## src/rtl/pwm_capture.sv

```systemverilog
// pwm_capture: measures the period and high time of an asynchronous PWM input
// and exposes the results over a Wishbone slave port.
//
// Ports
//   i_wb_clk            clock for all logic
//   i_wb_rst            asynchronous, active-high reset
//   i_wb_cyc/stb/we     Wishbone cycle, strobe, write enable
//   i_wb_adr[15:0]      register address
//   i_wb_data[31:0]     write data
//   o_wb_data[31:0]     registered read data, loaded on the acking edge
//   o_wb_ack            registered acknowledge, one cycle per access
//   i_pwm               asynchronous PWM input
//   o_irq               capture interrupt, level, active-high
//
// Register map
//   0 CTRL/STATUS  [0] enable [1] continuous [2] irq enable [3] VALID (W1C)
//                  [4] OVERFLOW (W1C) [5] OVERRUN (W1C) [7] soft reset (reads 0)
//                  [9:8] FSM state, read-only (0 IDLE, 1 ARM, 2 MEASURE)
//   2 DIVISOR      prescaler, tick every DIVISOR+1 clocks
//   4 PERIOD       last captured period in ticks (read-only)
//   6 HIGH         last captured high time in ticks (read-only)
//
// Build option: define PWM_CAPTURE_IRQ_EN to enable o_irq and CTRL bit 2.
// OVF_LIMIT is the counter value that flags OVERFLOW; leave it at all-ones
// for the full 32-bit range.
//
// State | meaning
// IDLE  | disabled, results held
// ARM   | enabled, waiting for the first rising edge
// MEAS  | counting ticks between rising edges

module pwm_capture #(
    parameter int unsigned SYNC_STAGES = 2,
    parameter logic [31:0] OVF_LIMIT   = 32'hFFFF_FFFF
) (
    input  logic        i_wb_clk,
    input  logic        i_wb_rst,
    input  logic        i_wb_cyc,
    input  logic        i_wb_stb,
    input  logic        i_wb_we,
    input  logic [15:0] i_wb_adr,
    input  logic [31:0] i_wb_data,
    output logic [31:0] o_wb_data,
    output logic        o_wb_ack,
    input  logic        i_pwm,
    output logic        o_irq
);

    typedef enum logic [1:0] {
        S_IDLE = 2'd0,
        S_ARM  = 2'd1,
        S_MEAS = 2'd2
    } state_t;

    state_t                 state_q, state_d;
    logic [SYNC_STAGES-1:0] sync_q;
    logic                   pwm_prev_q;
    logic [31:0]            div_q, div_d;
    logic [31:0]            pre_q, pre_d;
    logic [31:0]            cnt_q, cnt_d;
    logic [31:0]            hcnt_q, hcnt_d;
    logic [31:0]            period_q, period_d;
    logic [31:0]            high_q, high_d;
    logic                   en_q, en_d;
    logic                   cont_q, cont_d;
    logic                   valid_q, valid_d;
    logic                   ovf_q, ovf_d;
    logic                   ovr_q, ovr_d;
    logic                   ack_q;
    logic [31:0]            rdata_q, rdata_d;
    logic [31:0]            rmux;
    logic [31:0]            ctrl_rd;

    logic pwm_s, rise, tick;
    logic acc, wr_ctrl, wr_div, soft_rst;

`ifdef PWM_CAPTURE_IRQ_EN
    logic irq_en_q, irq_en_d, irq_q;
`else
    logic irq_en_q;
    assign irq_en_q = 1'b0;
`endif

    assign pwm_s = sync_q[SYNC_STAGES-1];
    assign rise  = pwm_s & ~pwm_prev_q;
    assign tick  = (pre_q == div_q);

    // The cycle after an ack is never accepted, so a held strobe is acked
    // every other cycle.
    assign acc      = i_wb_cyc & i_wb_stb & ~ack_q;
    assign wr_ctrl  = acc & i_wb_we & (i_wb_adr == 16'd0);
    assign wr_div   = acc & i_wb_we & (i_wb_adr == 16'd2);
    assign soft_rst = wr_ctrl & i_wb_data[7];

    assign ctrl_rd = {22'd0, state_q, 2'b00, ovr_q, ovf_q, valid_q,
                      irq_en_q, cont_q, en_q};

    always_comb begin
        rmux = 32'd0;
        case (i_wb_adr)
            16'd0:   rmux = ctrl_rd;
            16'd2:   rmux = div_q;
            16'd4:   rmux = period_q;
            16'd6:   rmux = high_q;
            default: rmux = 32'd0;
        endcase
    end

    always_comb begin
        state_d  = state_q;
        cnt_d    = cnt_q;
        hcnt_d   = hcnt_q;
        period_d = period_q;
        high_d   = high_q;
        rdata_d  = acc ? rmux : rdata_q;
        div_d    = wr_div ? i_wb_data : div_q;
        en_d     = wr_ctrl ? i_wb_data[0] : en_q;
        cont_d   = wr_ctrl ? i_wb_data[1] : cont_q;
        // W1C first; hardware sets below override it in the same cycle.
        valid_d  = valid_q & ~(wr_ctrl & i_wb_data[3]);
        ovf_d    = ovf_q   & ~(wr_ctrl & i_wb_data[4]);
        ovr_d    = ovr_q   & ~(wr_ctrl & i_wb_data[5]);
        pre_d    = (rise || tick) ? 32'd0 : pre_q + 32'd1;

        if (!en_q) begin
            state_d = S_IDLE;
        end else begin
            case (state_q)
                S_IDLE: state_d = S_ARM;
                S_ARM: begin
                    if (rise) begin
                        state_d = S_MEAS;
                        cnt_d   = 32'd0;
                        hcnt_d  = 32'd0;
                    end
                end
                S_MEAS: begin
                    // Overflow is checked first: cnt+1 would wrap.
                    if (cnt_q == OVF_LIMIT) begin
                        ovf_d   = 1'b1;
                        state_d = S_ARM;
                    end else if (rise) begin
                        period_d = cnt_q + 32'd1;
                        high_d   = hcnt_q + 32'd1;
                        valid_d  = 1'b1;
                        if (valid_q) ovr_d = 1'b1;
                        cnt_d    = 32'd0;
                        hcnt_d   = 32'd0;
                        if (!cont_q) begin
                            en_d    = 1'b0;
                            state_d = S_IDLE;
                        end
                    end else if (tick) begin
                        cnt_d = cnt_q + 32'd1;
                        if (pwm_s) hcnt_d = hcnt_q + 32'd1;
                    end
                end
                default: state_d = S_IDLE;
            endcase
        end

        if (soft_rst) begin
            state_d  = S_IDLE;
            cnt_d    = 32'd0;
            hcnt_d   = 32'd0;
            period_d = 32'd0;
            high_d   = 32'd0;
            valid_d  = 1'b0;
            ovf_d    = 1'b0;
            ovr_d    = 1'b0;
            en_d     = 1'b0;
            cont_d   = 1'b0;
            pre_d    = 32'd0;
        end
    end

    always_ff @(posedge i_wb_clk or posedge i_wb_rst) begin
        if (i_wb_rst) begin
            state_q    <= S_IDLE;
            sync_q     <= '0;
            pwm_prev_q <= 1'b0;
            div_q      <= 32'd0;
            pre_q      <= 32'd0;
            cnt_q      <= 32'd0;
            hcnt_q     <= 32'd0;
            period_q   <= 32'd0;
            high_q     <= 32'd0;
            en_q       <= 1'b0;
            cont_q     <= 1'b0;
            valid_q    <= 1'b0;
            ovf_q      <= 1'b0;
            ovr_q      <= 1'b0;
            ack_q      <= 1'b0;
            rdata_q    <= 32'd0;
        end else begin
            state_q    <= state_d;
            sync_q     <= {sync_q[SYNC_STAGES-2:0], i_pwm};
            pwm_prev_q <= pwm_s;
            div_q      <= div_d;
            pre_q      <= pre_d;
            cnt_q      <= cnt_d;
            hcnt_q     <= hcnt_d;
            period_q   <= period_d;
            high_q     <= high_d;
            en_q       <= en_d;
            cont_q     <= cont_d;
            valid_q    <= valid_d;
            ovf_q      <= ovf_d;
            ovr_q      <= ovr_d;
            ack_q      <= acc;
            rdata_q    <= rdata_d;
        end
    end

`ifdef PWM_CAPTURE_IRQ_EN
    always_comb begin
        irq_en_d = irq_en_q;
        if (wr_ctrl)  irq_en_d = i_wb_data[2];
        if (soft_rst) irq_en_d = 1'b0;
    end

    always_ff @(posedge i_wb_clk or posedge i_wb_rst) begin
        if (i_wb_rst) begin
            irq_en_q <= 1'b0;
            irq_q    <= 1'b0;
        end else begin
            irq_en_q <= irq_en_d;
            irq_q    <= irq_en_q & (valid_q | ovf_q | ovr_q);
        end
    end

    assign o_irq = irq_q;
`else
    assign o_irq = 1'b0;
`endif

    assign o_wb_data = rdata_q;
    assign o_wb_ack  = ack_q;

endmodule

```

## config.mk

```make
export PLATFORM = sky130hd
export DESIGN_NAME = pwm_capture
export DESIGN_NICKNAME = d
export VERILOG_FILES = /design/src/rtl/pwm_capture.sv
export SDC_FILE = /design/constraint.sdc
export NUM_CORES = 1
export LEC_CHECK = 0
export ABC_AREA = 1
export CAP_MARGIN = 20
export CORE_MARGIN = 2
export CORE_UTILIZATION = 45
export DETAILED_ROUTE_END_ITERATION = 8
export SYNTH_ARGS = -nofsm -noshare
export SYNTH_HDL_FRONTEND = slang
export SYNTH_SLANG_ARGS = --single-unit
```

## constraint.sdc

```tcl
create_clock -name i_wb_clk -period 9.2 [get_ports i_wb_clk]
set_input_delay 1.38 -clock i_wb_clk [delete_from_list [all_inputs] [get_ports i_wb_clk]]
set_output_delay 1.38 -clock i_wb_clk [all_outputs]
set_load 0.02 [all_outputs]
```

; Word level (Yosys, flattened, before mapping)
; Cells that the tools add are included.
[word_totals]
reg_bits = 235
input_bits = 54
out_inout_bits = 34
elab_cells = 122
[classes]
addsub = 3
n_eq_ne = 15
muxes = 58
n_bitwise = 18
n_reduce_logical = 12
[op_table]
columns = operator, n
row1 = $mux 32, 24
row2 = $pmux 32 s2, 2
row3 = $pmux 32 s4, 1
row4 = $add 32x1->32 const B, 3
row5 = $eq 16x3->1 const B, 2
row6 = $eq 32x32->1, 1
row7 = $eq 32x32->1 const B, 1
row8 = $mux 1, 24
row9 = $eq 16x2->1 const B, 1
row10 = $logic_not 16->1, 1
row11 = $and 1x1->1, 13
row12 = $mux 2, 6
row13 = $ne 4x4->1 const B, 3
row14 = $ne 5x5->1 const B, 2
row15 = $reduce_bool 2->1, 4
row16 = $ne 3x3->1 const B, 2
row17 = $pmux 2 s3, 1
row18 = $reduce_and 6->1, 1
row19 = $not 1->1, 5
row20 = $reduce_and 5->1, 1
row21 = $reduce_and 4->1, 1
row22 = $reduce_and 3->1, 1
row23 = $reduce_bool 3->1, 1
row24 = $eq 2x1->1 const B, 1
row25 = 4 further kinds, 4

; Longest topological paths before layout
[depth]
word_depth = 13
ltp_mapped = 14
mapped_depth_nobuf = 13

; Worst setup path after synthesis
; OpenSTA, ideal clock, no wires.
[synth_path]
path_kind = input -> register
start = in i_wb_adr[15]
end = reg hcnt_q[0]
setup_time_ns = 0.117
arrival_ns = 2.636
setup_slack_ns = 6.447
stages = 12
path_cell_list = nor2_1 > nand2_1 > nor2_1 > nand4_2 > buf_6 > nand2_1 > nor2_1 > nor2_4 > nand3_2 > buf_4 > nand2_1 > nand2_1
[synth_via]
elab_chain_len = 5
elab_cells_between_ends = 11
cone_classes = 4 x eq/ne / 1 x mux / 2 x bitwise / 4 x reduce/logical
[synth_lines]
columns = item, line_no
row1 = "start, declared", 41  ; input logic [15:0] i_wb_adr,
row2 = $logic_not 16->1 *, 91  ; assign wr_ctrl = acc & i_wb_we & (i_wb_adr == 16'd0);
row3 = $and 1x1->1 *, 91
row4 = $and 1x1->1 *, 93  ; assign soft_rst = wr_ctrl & i_wb_data[7];
row5 = $ne 4x4->1 (no source line) (tied with other cells), n/a
row6 = $reduce_and 6->1 (no source line), n/a
row7 = "end signal, assigned", 202  ; hcnt_q <= hcnt_d;
row8 = "end, declared", 61  ; logic [31:0] hcnt_q, hcnt_d;
; Mark *: on every way between the ends. The rest lies on a longest branch, timed or not.
; A chain may end at the register's enable or synchronous reset.

; Worst setup path in the final report
[layout_path]
start = in i_wb_cyc
end = reg hcnt_q[22]
[layout_via]
elab_chain_len = 7
elab_cells_between_ends = 13
cone_classes = 4 x eq/ne / 1 x mux / 5 x bitwise / 3 x reduce/logical
[layout_lines]
columns = item, line_no
row1 = "start, declared", 38  ; input logic i_wb_cyc,
row2 = $and 1x1->1 * (2 in series), 90  ; assign acc = i_wb_cyc & i_wb_stb & ~ack_q;
row3 = $and 1x1->1 * (2 in series), 91
row4 = $and 1x1->1 *, 93
row5 = $ne 4x4->1 (no source line) (tied with other cells), n/a
row6 = $reduce_and 6->1 (no source line), n/a
; Marks and branches as above.

==> flow_summary.ini <==
[synth]
synth_nets = 1802
synth.avg_cell_area_um2 = 7.415
syn_inst = 1745
synth-seq-cells = 235
ys_types = 43
yosys_warnings = 0
synth.yosys.seq_area_share_pct = 45.45
syn_area_um2 = 12940

[cells_and_area]
finalInstanceArea_um2 = 14870
drive_gt1_share_pct = 5.675
final_nets = 1852
area_growth_pct = 14.96
stdcell_count = 2199
diodes = 0

[timing]
max_slew_margin_pct = 30.48
worstMarginPinSlew_ns = 1.042
drv_slew = 0
finalCriticalPeriod_ns = 4.966
finalHoldViolCount = 0
finalCritPeriodShare_pct = 53.98
finalSetupViolCount = 0
max_freq_ghz = 0.2014
rsz0062_at_grt = false
clock_skew_ns = 0.01004
final.setup.tns_ns = 0

[clock_network]
ctsHtreeMaxLevel = 1
clk-insertion-delay-late_ns = 0.54
clk_path_buf_depth = 3
cts_hold_buf = 0
post_cts_resized = 0
numCtsBuffers = 27
clockRootBuffer = clkbuf_16
clock_sinks = 235
clk_pin_slew_worst_paths_ns = 0.06
cts_tree = yes
cts_setup_buffers = 0

[worst_setup_path]
crit_arrival_ns = 5.38
end_kind = register
startpoint = i_wb_cyc
path_max_fanout = 66
r2r_slack_ns = 5.13
worstSetupPathType = primary input to register
startpoint_type = primary input
required_ns = 9.62
crit_end = hcnt_q[22]
r2r-start = o_wb_ack
reg2regPathDepth = 10
timing.rr.end = hcnt_q[22]

[route]
finalWirelength_um = 38150
drt-met1-wl_um = 18080
firstDrtPassIters = 7
dr_wl_met3_um = 1896
drc_errors = 0
ant_nets = 0
met2_length_um = 16740
via_per_inst = 5.268
drt_iter0_drc = 1115
topRoutingLayerUsed = met4
vias = 11585
wl_per_cell_um = 17.35

[placement]
place.detailed.hpwl_um = 27490
place.gp.congestion = 0.8855
io_buffers = 86
dp_cells = 2150
placedInstanceArea_um2 = 13970

[floorplanning]
core_area_um2 = 28470
die_height_um = 173.6
start_util_pct = 45.45
die_w_um = 173.6
io_pins = 88
dieArea_um2 = 30120
rows = 62

[power_and_ir_drop]
max-vdd-ir-drop_uv = 119.7
p_leak_nw = 6.822
powerDensity_nw_per_um2 = 150.6
comb_power_share_pct = 3.8
clockPowerShare_pct = 49.4
p_total_mw = 2.240
swShare_pct = 22.11
seq_power_share_pct = 46.9
p_int_mw = 1.744
switching_power_mw = 0.4953

[grt]
grt_usage_pct = 25.67
grt_pass1_vias = 11326
grt_max_degree = 94
grt_pass1_wl_um = 62090
antenna_found_initial = 0
grt_overflow = 0

[min_path]
hp-class = register to register

[run]
maxCapViolations = 0

[run_status]
status = finished clean
power by group through the flow:
stage / clock [mW] / sequential (mW) / combinational [mW]
after floorplan: 0 / 1.07 / 0.0461
after global placement: 0 / 1.07 / 0.0853
after detailed placement: 0 / 1.07 / 0.0865
after CTS: 1.13 / 1.05 / 0.0868
after global routing: 1.17 / 1.05 / 0.0959
final: 1.11 / 1.05 / 0.0846
logic make-up (layout without fill, tap and decap cells):
logic type	after synthesis	in the layout	share of synthesized area (%)
AOI/OAI and AO/OA	117	117	5.483
xor gates and xnor gates	78	78	5.280
other	1	1	0.02898
and+or+nand+nor	1123	1123	36.99
DFF	235	235	45.45
buffers and inverters	188	258	6.479
adders and majority gates	3	3	0.2901
through the flow:
step	setup slack, ns	hold WS (ns)	utilization [%]
global route	3.855	0.3737	52.25
CTS	4.247	0.3736	52.25
finish	4.234	0.3626	52.25
floorplan	1.374	0.3312	-
global placement	3.818	0.3391	48.96
detailed placement	3.725	0.3509	49.06
critical path, cell delays in order:
cell and delay (ns):
clkdlybuf4s50_1 0.50, nand3b_4 0.36, nor2_4 0.22, nand4_2 0.37
nand3_2 0.16, buf_4 0.60, inv_2 0.09, nand2_4 0.60
nand3_2 0.71, nand2_1 0.24, nand2_1 0.08
worst min-delay path by stage:
stage	start	to	slack [ns]	cells past startpoint
floorplan	sync_q[0]	sync_q[1]	0.33	0
global placement	sync_q[0]	sync_q[1]	0.34	0
detailed placement	sync_q[0]	sync_q[1]	0.35	0
CTS	sync_q[0]	sync_q[1]	0.37	0
global route	sync_q[0]	sync_q[1]	0.37	0
finish	sync_q[0]	sync_q[1]	0.36	0
synth_stat cells, drive strengths merged:
master	number	area (um2)
nand2	681	2611
dfrtp	235	5881
nor2	235	952.2
inv	114	427.9
nand3	85	452.9
nand4	84	531.8
o21ai	72	360.4
buf	54	334.1
xnor2	53	464.2
xor2	25	219.0
nor3	22	115.1
clkbuf	19	72.56
o211ai	15	112.6
o22ai	14	150.1
a21oi	13	65.06
nor3b	5	37.54
nor4	4	25.02
and2	3	18.77
ha	3	37.54
nand3b	3	35.03
a21o	1	7.510
a31oi	1	6.260
and3	1	6.260
clkinv	1	3.750
conb	1	3.750
o21bai	1	7.510
metal layers:
metal	up-vias	global-route usage (%)
met5	-	0
met4	0	8.934
li1	5686	-
met3	74	3.268
met1	5509	37.38
met2	316	39.55
cells in the final DEF (no fill, tap or decap), drive strengths merged, types with 3 or more instances in the layout:
master / instances
a21oi: 13
and2: 3
buf: 8
bufinv: 3
clkbuf: 38
clkdlybuf4s50: 86
clkinv: 9
dfrtp: 235
ha: 3
inv: 114
nand2: 681
nand3: 85
nand3b: 3
nand4: 84
nor2: 235
nor3: 22
nor3b: 5
nor4: 4
o211ai: 15
o21ai: 72
o22ai: 14
xnor2: 53
xor2: 25
cell type report:
type,count,area (um2)
multi-input combinational,1322,6226
sequential,235,5881
inverter,115,439.2
tap,384,480.5
timing repair buffer,94,940.9
clock inverter,11,130.1
clock buffer,38,777.0
fill,2823,13600
sequential cells by signal (all words and copies together) (netlist names):
name	count
sync_q	2
state_q	2
pre_q	32
div_q	32
ovf_q	1
en_q	1
cont_q	1
pwm_prev_q	1
period_q	32
o_wb_ack	1
cnt_q	32
o_wb_data	32
high_q	32
ovr_q	1
valid_q	1
hcnt_q	32
Note: power is estimated with default switching activity, not from simulation.
